## src/rtl/kbd_tx_queue_if.sv

```systemverilog
// Handshake bundle between the keyboard ASCII path, the transmit queue and the UART.
// master = surrounding system (keyboard source plus UART), slave = the queue itself.
interface kbd_tx_queue_if #(
  parameter int DEPTH_LOG2 = 4
);
  logic [7:0]          in_byte;
  logic                in_valid;
  logic                tx_busy;
  logic [7:0]          tx_byte;
  logic                transmit;
  logic                full;
  logic                empty;
  logic [DEPTH_LOG2:0] count;
  logic                overflow;

  modport master (
    output in_byte, in_valid, tx_busy,
    input  tx_byte, transmit, full, empty, count, overflow
  );

  modport slave (
    input  in_byte, in_valid, tx_busy,
    output tx_byte, transmit, full, empty, count, overflow
  );
endinterface

```

## src/rtl/kbd_tx_queue.sv

```systemverilog
// kbd_tx_queue: FIFO between keyboard ASCII strobes and the UART, drained one byte per busy period.
// Optional macro KBD_TX_CRLF_EXPAND_EN: every CR taken from the FIFO is followed by an LF on the wire.
module kbd_tx_queue #(
  parameter int DEPTH_LOG2 = 4
) (
  input logic           clk,
  input logic           rst,
  kbd_tx_queue_if.slave bus
);
  localparam int DEPTH = 1 << DEPTH_LOG2;
  localparam logic [DEPTH_LOG2:0] DEPTH_CNT = {1'b1, {DEPTH_LOG2{1'b0}}};

  typedef enum logic [1:0] {IDLE, SEND, WAIT_BUSY, WAIT_IDLE} state_t;

  state_t                state_q, state_d;
  logic [7:0]            mem_q [DEPTH];
  logic [DEPTH_LOG2-1:0] wr_ptr_q, wr_ptr_d;
  logic [DEPTH_LOG2-1:0] rd_ptr_q, rd_ptr_d;
  logic [DEPTH_LOG2:0]   count_q, count_d;
  logic                  full_q, full_d;
  logic                  empty_q, empty_d;
  logic                  overflow_q, overflow_d;
  logic [7:0]            tx_byte_q, tx_byte_d;
  logic                  push;
  logic                  pop;
  logic [7:0]            head;
`ifdef KBD_TX_CRLF_EXPAND_EN
  localparam logic [7:0] CR = 8'h0D;
  localparam logic [7:0] LF = 8'h0A;
  logic                  lf_pending_q, lf_pending_d;
`endif

  assign head = mem_q[rd_ptr_q];
  // A pop only happens as the drain FSM loads from IDLE; a full FIFO still accepts a byte that cycle.
  assign pop  = (state_q == IDLE) && !empty_q && !bus.tx_busy;
  assign push = bus.in_valid && (!full_q || pop);

  always_comb begin
    wr_ptr_d   = wr_ptr_q;
    rd_ptr_d   = rd_ptr_q;
    count_d    = count_q;
    overflow_d = overflow_q | (bus.in_valid & full_q & ~pop);
    if (push) wr_ptr_d = wr_ptr_q + 1'b1;
    if (pop)  rd_ptr_d = rd_ptr_q + 1'b1;
    if (push && !pop)      count_d = count_q + 1'b1;
    else if (pop && !push) count_d = count_q - 1'b1;
    full_d  = (count_d == DEPTH_CNT);
    empty_d = (count_d == '0);
  end

  always_comb begin
    state_d   = state_q;
    tx_byte_d = tx_byte_q;
`ifdef KBD_TX_CRLF_EXPAND_EN
    lf_pending_d = lf_pending_q;
`endif
    case (state_q)
      IDLE: begin
        if (pop) begin
          tx_byte_d = head;
          state_d   = SEND;
`ifdef KBD_TX_CRLF_EXPAND_EN
          lf_pending_d = (head == CR);
`endif
        end
      end
      SEND:      state_d = WAIT_BUSY;
      WAIT_BUSY: if (bus.tx_busy) state_d = WAIT_IDLE;
      WAIT_IDLE: begin
        if (!bus.tx_busy) begin
`ifdef KBD_TX_CRLF_EXPAND_EN
          // The LF goes straight back to SEND without consuming a FIFO entry.
          if (lf_pending_q) begin
            tx_byte_d    = LF;
            lf_pending_d = 1'b0;
            state_d      = SEND;
          end else begin
            state_d = IDLE;
          end
`else
          state_d = IDLE;
`endif
        end
      end
      default: state_d = IDLE;
    endcase
  end

  always_ff @(posedge clk) begin
    if (!rst && push) mem_q[wr_ptr_q] <= bus.in_byte;
  end

  always_ff @(posedge clk) begin
    if (rst) begin
      state_q    <= IDLE;
      wr_ptr_q   <= '0;
      rd_ptr_q   <= '0;
      count_q    <= '0;
      full_q     <= 1'b0;
      empty_q    <= 1'b1;
      overflow_q <= 1'b0;
      tx_byte_q  <= 8'h00;
`ifdef KBD_TX_CRLF_EXPAND_EN
      lf_pending_q <= 1'b0;
`endif
    end else begin
      state_q    <= state_d;
      wr_ptr_q   <= wr_ptr_d;
      rd_ptr_q   <= rd_ptr_d;
      count_q    <= count_d;
      full_q     <= full_d;
      empty_q    <= empty_d;
      overflow_q <= overflow_d;
      tx_byte_q  <= tx_byte_d;
`ifdef KBD_TX_CRLF_EXPAND_EN
      lf_pending_q <= lf_pending_d;
`endif
    end
  end

  assign bus.tx_byte  = tx_byte_q;
  assign bus.transmit = (state_q == SEND);
  assign bus.full     = full_q;
  assign bus.empty    = empty_q;
  assign bus.count    = count_q;
  assign bus.overflow = overflow_q;
endmodule

```

## src/flat_wrapper.sv

```systemverilog
// flat-port wrapper written by rule: the top's interface ports become plain ports
module kbd_tx_queue_flat 
#(
  parameter int DEPTH_LOG2 = 4
)
  (clk, rst, bus_in_byte, bus_in_valid, bus_tx_busy, bus_tx_byte, bus_transmit, bus_full, bus_empty, bus_count, bus_overflow);
  kbd_tx_queue_if #(.DEPTH_LOG2(DEPTH_LOG2)) bus_i ();
  input logic clk;
  input logic rst;
  input wire logic [$bits(bus_i.in_byte)-1:0] bus_in_byte;
  input wire logic [$bits(bus_i.in_valid)-1:0] bus_in_valid;
  input wire logic [$bits(bus_i.tx_busy)-1:0] bus_tx_busy;
  output wire logic [$bits(bus_i.tx_byte)-1:0] bus_tx_byte;
  output wire logic [$bits(bus_i.transmit)-1:0] bus_transmit;
  output wire logic [$bits(bus_i.full)-1:0] bus_full;
  output wire logic [$bits(bus_i.empty)-1:0] bus_empty;
  output wire logic [$bits(bus_i.count)-1:0] bus_count;
  output wire logic [$bits(bus_i.overflow)-1:0] bus_overflow;
  assign bus_i.in_byte = bus_in_byte;
  assign bus_i.in_valid = bus_in_valid;
  assign bus_i.tx_busy = bus_tx_busy;
  assign bus_tx_byte = bus_i.tx_byte;
  assign bus_transmit = bus_i.transmit;
  assign bus_full = bus_i.full;
  assign bus_empty = bus_i.empty;
  assign bus_count = bus_i.count;
  assign bus_overflow = bus_i.overflow;
  kbd_tx_queue #(.DEPTH_LOG2(DEPTH_LOG2)) u_core (.clk(clk), .rst(rst), .bus(bus_i));
endmodule
```

## config.mk

```make
export PLATFORM = sky130hd
export DESIGN_NAME = kbd_tx_queue_flat
export DESIGN_NICKNAME = d
export VERILOG_FILES = /design/src/rtl/kbd_tx_queue_if.sv /design/src/rtl/kbd_tx_queue.sv /design/src/flat_wrapper.sv
export SDC_FILE = /design/constraint.sdc
export NUM_CORES = 1
export LEC_CHECK = 0
export CORE_AREA = 2 2 107 109
export CTS_CLUSTER_DIAMETER = 30
export DETAILED_ROUTE_END_ITERATION = 16
export DIE_AREA = 0 0 109 111
export DONT_BUFFER_PORTS = 1
export PLACE_DENSITY = 0.74
export SLEW_MARGIN = 15
export SYNTH_ARGS = -nofsm -noshare
export SYNTH_HDL_FRONTEND = slang
export SYNTH_SLANG_ARGS = --single-unit
export TNS_END_PERCENT = 20
```

## constraint.sdc

```tcl
create_clock -name clk -period 4.56 [get_ports clk]
set_input_delay 0.912 -clock clk [delete_from_list [all_inputs] [get_ports clk]]
set_output_delay 0.912 -clock clk [all_outputs]
set_load 0.02 [all_outputs]
```

**Yosys cells after proc, flatten, opt, wreduce, memory -nomap -nowiden**

Memories as Yosys holds them, arrays and structs flattened. A register that Yosys moved wholly into a read port is not among the register bits.
Index checks and enable logic that the tools add are counted.

- Memories kept: 1
- Memory bits (read-only): 0
- Input port bits: 12
- Bits in latches: 0
- Flip-flop bits (word level): 18
- Memory bits (writable): 128

- Add/subtract/negate cells: 4
- Shift operators: 0
- Eq/ne operators: 7
- Divide/modulo/power cells: 0
- Multiply operators: 0
- Reductions and logical operators: 17
- Muxes and demuxes: 8
- Bitwise logic cells: 4
- Order comparisons: 0

Memories:

| memory | depth | width | rd ports | clocked after memory_dff | wr ports | line | source |
|---|---|---|---|---|---|---|---|
| u_core.mem_q | 16 | 8 | 1 | 1 | 1 | kbd_tx_queue.sv:16 | `logic [7:0] mem_q [DEPTH];` |

Operator list:

| cell | count |
|---|---|
| 2-to-1 mux 5 bit | 2 |
| adder 4 x 1 -> 4 bit, second input constant | 2 |
| case mux 2 bit (4 select lines) | 1 |
| logical AND 1 bit | 6 |
| logical NOT 1 bit | 6 |
| 2-to-1 mux 2 bit | 3 |
| adder 5 x 1 -> 5 bit, second input constant | 1 |
| equality test 5 bit, second input constant | 1 |
| logical NOT 5 bit | 1 |
| subtractor 5 x 1 -> 5 bit, second input constant | 1 |
| equality test 2 bit, second input constant | 2 |
| inequality test 2 bit, second input constant | 2 |
| AND reduction 3 bit | 1 |
| AND 1 bit | 2 |
| equality test 2 x 1 -> 1 bit, second input constant | 1 |
| logical NOT 2 bit | 1 |
| 2-to-1 mux 1 bit | 2 |
| inequality test 2 x 1 -> 1 bit, second input constant | 1 |
| AND reduction 2 bit | 1 |
| logical OR 1 bit | 1 |
| inverter 1 bit | 1 |
| OR 1 bit | 1 |

**Longest topological paths before layout**

- Word-level depth: 10
- Depth in mapped cells: 7

**Least setup slack after synthesis**

No wires, ideal clock.

- Kind: input -> register
- Start point: in bus_tx_busy
- End point: mem u_core.mem_q[0][0], enable pin
- Buffers on the path: 1
- Arrival time: 2,187 ps
- Library setup time: 370 ps
- Setup slack: 2,002 ps
- Stages on the path: 5
- Cell sequence: or3b_1 buf_2 a21boi_2 nand2_1 nor2_1

- Cells in the longest elaborated chain, start to end: 7

Ends and longest elaborated chain:

| element | line | source |
|---|---|---|
| start: declaration | flat_wrapper.sv:12 | `input wire logic [$bits(bus_i.tx_busy)-1:0] bus_tx_busy;` |
| logical NOT 1 bit | kbd_tx_queue.sv:35 | `assign pop = (state_q == IDLE) && !empty_q && !bus.tx_busy;` |
| logical AND 1 bit | kbd_tx_queue.sv:35 |  |
| logical OR 1 bit | kbd_tx_queue.sv:36 | `assign push = bus.in_valid && (!full_q \|\| pop);` |
| logical AND 1 bit | kbd_tx_queue.sv:36 |  |
| logical AND 1 bit | kbd_tx_queue.sv:90 | `if (!rst && push) mem_q[wr_ptr_q] <= bus.in_byte;` |
| 2-to-1 mux 1 bit | kbd_tx_queue.sv:90 |  |
| 2-to-1 mux 1 bit (implied by the code) | kbd_tx_queue.sv:90 |  |
| end: declaration | kbd_tx_queue.sv:16 |  |

Every way passes these cells.

**Worst setup path in the final report**

- Start point: reg u_core.state_q[0]
- End point: mem u_core.mem_q[12][1], enable pin

- Cells in the longest elaborated chain, start to end: 8

Ends and longest elaborated chain:

| element | line | source |
|---|---|---|
| start: declaration | kbd_tx_queue.sv:15 | `state_t state_q, state_d;` |
| start signal: assignment | kbd_tx_queue.sv:107 | `state_q <= state_d;` |
| logical NOT 2 bit | kbd_tx_queue.sv:35 |  |
| logical AND 1 bit (2 in a row) | kbd_tx_queue.sv:35 |  |
| logical OR 1 bit | kbd_tx_queue.sv:36 |  |
| logical AND 1 bit | kbd_tx_queue.sv:36 |  |
| logical AND 1 bit | kbd_tx_queue.sv:90 |  |
| 2-to-1 mux 1 bit | kbd_tx_queue.sv:90 |  |
| 2-to-1 mux 1 bit (implied by the code) | kbd_tx_queue.sv:90 |  |

Every way passes these cells.

==> results.md <==
* Outcome: complete, no violations
* Initial DRC count at 350
* Crit path largest cell delay at 650 ps
* Largest net degree at the start of global routing at 36
* Reg2reg end: u_core.mem_q[12][1]
* Nets at 397
* Gr ovfl total at 0
* First-pass GRT wire length at 19.5 mm
* Worst Path Arrival at 2970 ps
* Post-detail-place hpwl at 7.95 mm
* CTS Buf Count at 17
* H-tree depth at 4
* Commonest non-fill, non-tap cell in the layout: edfxtp_1
* Worst R2R Setup Slack at 1640 ps
* TritonCTS clock tree: built
* Reg2reg start: u_core.state_q[0]
* Total track usage at 22.8%
* Slew Viols, Final at 0
* Crit path required time at 4610 ps
* Final min period at 2920 ps
* Io pins at 29
* Port bufs at 0
* Worst-path cell chain: inv_1, ha_1, or3b_1, a21boi_2, nand2_1, nor2_1
* Core ar. at 0.0111 mm2
* Post-Route Skew at 6.70 ps
* Max-cap viol count at 0
* Setup Buffers After CTS at 0
* Fill cell count at 726
* Setup TNS at 0 ps
* Die H at 111 um
* Flops & latches, synth at 154
* Area delta synth->final at 8.90%
* CTS Sinks at 154
* Async set or reset register ratio after synthesis at 0%
* Worst skew pair latency at 420 ps
* Clock transition at path regs at 60 ps
* Vias in the first global route at 3,305
* Final Hold Viols at 0
* DRC Markers at 0
* Ant diodes at 0
* Final setup violation count at 0
* Slew headroom at 49.6%
* Footprint of the multi-input gates at 0.00182 mm2
* ANT nets after route at 0
* Crit path to: u_core.mem_q[12][1]
* Main synth FF type: edfxtp_1
* CP startpoint kind: register
* Leakage power at 2.28 nW
* Setup crit end kind: register
* Sequential fraction of the synthesis area at 67.9%
* Drt total wl at 12.6 mm
* RePlAce Congestion at 0.812
* Worst reg-to-reg path cell count at 6
* Clock root buffer: clkbuf_16
* Die Area at 0.0121 mm2
* CP Launch Point: u_core.state_q[0]
* Initial antenna violation count at 0
* Worst-Margin Slew at 753 ps
* Max clock buf depth at 2
* Initial DRT Pass Iterations at 4
* Vias per cell at 6.31
* Most frequent cells in the layout: edfxtp_1, nor2_1, dfxtp_1
* Fraction of layout cells with a size suffix above 1 at 15.6%
* PostCTS Resize Cnt at 0
* Yosys cell types at 51
* EDFF count, synth at 128
* Yosys warning count at 0
* Post-Syn Area at 0.00643 mm2
* CTS Hold Bufs at 0
* Syn_nets at 397
* Kind of critical path: reg -> reg
* Avg Synthesized Cell Area at 17.2 um2
* Die Wd at 109 um
* Final period util at 64.1%
* Max Fanout on Critical Path at 19
* Crit-path slowest cell: or3b_1
* RSZ-0062 raised after global routing: false
* Mapped Cells at 373
* Cell Rows at 39
* Worst min-delay path class: reg -> reg
* Routed len/inst at 23.9 um
* FF/Latch Area at 0.00437 mm2
* Initial core utilization at 58.0%
* VDD IR max at 0.263 mV
* Peak Freq at 0.342 GHz
* P per Cell Area at 491 mW/mm2
* Fin util at 63.2%
* DR vias at 3,333
-- stage by stage --
step                setup slack, ps  power [mW]  cells  area (um2)  hold WS (ps)
floorplan                      2000        2.02    373        6430           518
global placement               1550        2.05    497        6410           538
detailed placement             1470        2.07    497        6410           548
CTS                            1660        3.45    528        7000           542
global route                   1490        3.54    528        7000           538
finish                         1640        3.43    528        7000           550
-- cell families (layout without fill, tap and decap cells) --
family                     after synthesis  in the layout  synth area share, %
buffers and inverters                   30             42                 3.74
xor gates and xnor gates                 7              7                0.954
muxes                                   35             35                 12.3
AOI/OAI and AO/OA                       53             53                 6.06
DFF                                    154            154                 67.9
adders and majority gates               12             12                 2.34
and+or+nand+nor                         82             82                 6.74
-- state kept, by name (all words and copies together) (netlist names) --
signal and flops:
u_core.mem_q 128, u_core.bus.overflow 1, u_core.wr_ptr_q 4, u_core.state_q 2, u_core.bus.empty 1, u_core.rd_ptr_q 4
u_core.bus.tx_byte 8, u_core.bus.full 1, u_core.bus.count 5
-- power by group --
group          switching, mW  internal, mW  total (mW)
combinational          0.174         0.189       0.364
clock                  0.546         0.851        1.40
sequential             0.108          1.57        1.67
total                  0.828          2.61        3.43
-- layer usage --
metal	GRT usage [%]	up-vias	routed length [um]
met5	0	-	0
met4	10.6	0	355
met3	6.00	22	945
met2	33.2	138	5930
met1	32.3	1702	5380
li1	-	1471	-
-- cell usage after synthesis (4+ instances only) --
cell type,number,area (um2)
buf_2,4,20.0
buf_6,5,56.3
nand4_1,4,25.0
o21ai_1,8,40.0
a21oi_1,13,65.1
edfxtp_1,128,3840
ha_1,12,150
xor2_1,5,43.8
and3_1,4,25.0
a211oi_1,5,37.5
a22o_1,16,140
inv_1,9,33.8
mux4_2,22,495
dfxtp_1,26,521
nor3_1,4,20.0
mux4_1,10,263
nand2_1,17,63.8
and2_1,4,25.0
nor2_1,32,120
-- critical path: cells and delay by family, from the launching register on --
family                   cells  cell delay, ps
buffers and inverters        1             130
AO/OA/AOI/OAI                1             400
flip-flops                   1             330
adder cells (fa/ha/maj)      1             250
AND/OR/NAND/NOR              3            1440
-- cell type report --
cell class / count / area share [%]
tap: 143 / 2.56
multi-input combinational: 189 / 26.0
inverter: 9 / 0.483
clock buffer: 18 / 6.13
sequential: 154 / 62.4
timing repair buffer: 2 / 0.215
clock inverter: 13 / 2.16
-- worst min-delay path by stage --
stage	startpoint	end	slack [ps]	cells after the start
after floorplan	u_core.state_q[1]	u_core.state_q[1]	520	2
after global placement	u_core.state_q[1]	u_core.state_q[1]	540	2
after detailed placement	u_core.bus.tx_byte[2]	u_core.bus.tx_byte[2]	550	2
after CTS	rst	u_core.rd_ptr_q[0]	540	1
after global routing	rst	u_core.rd_ptr_q[0]	540	1
final	u_core.bus.tx_byte[2]	u_core.bus.tx_byte[2]	550	2
Power figures use the tool's default switching activity.
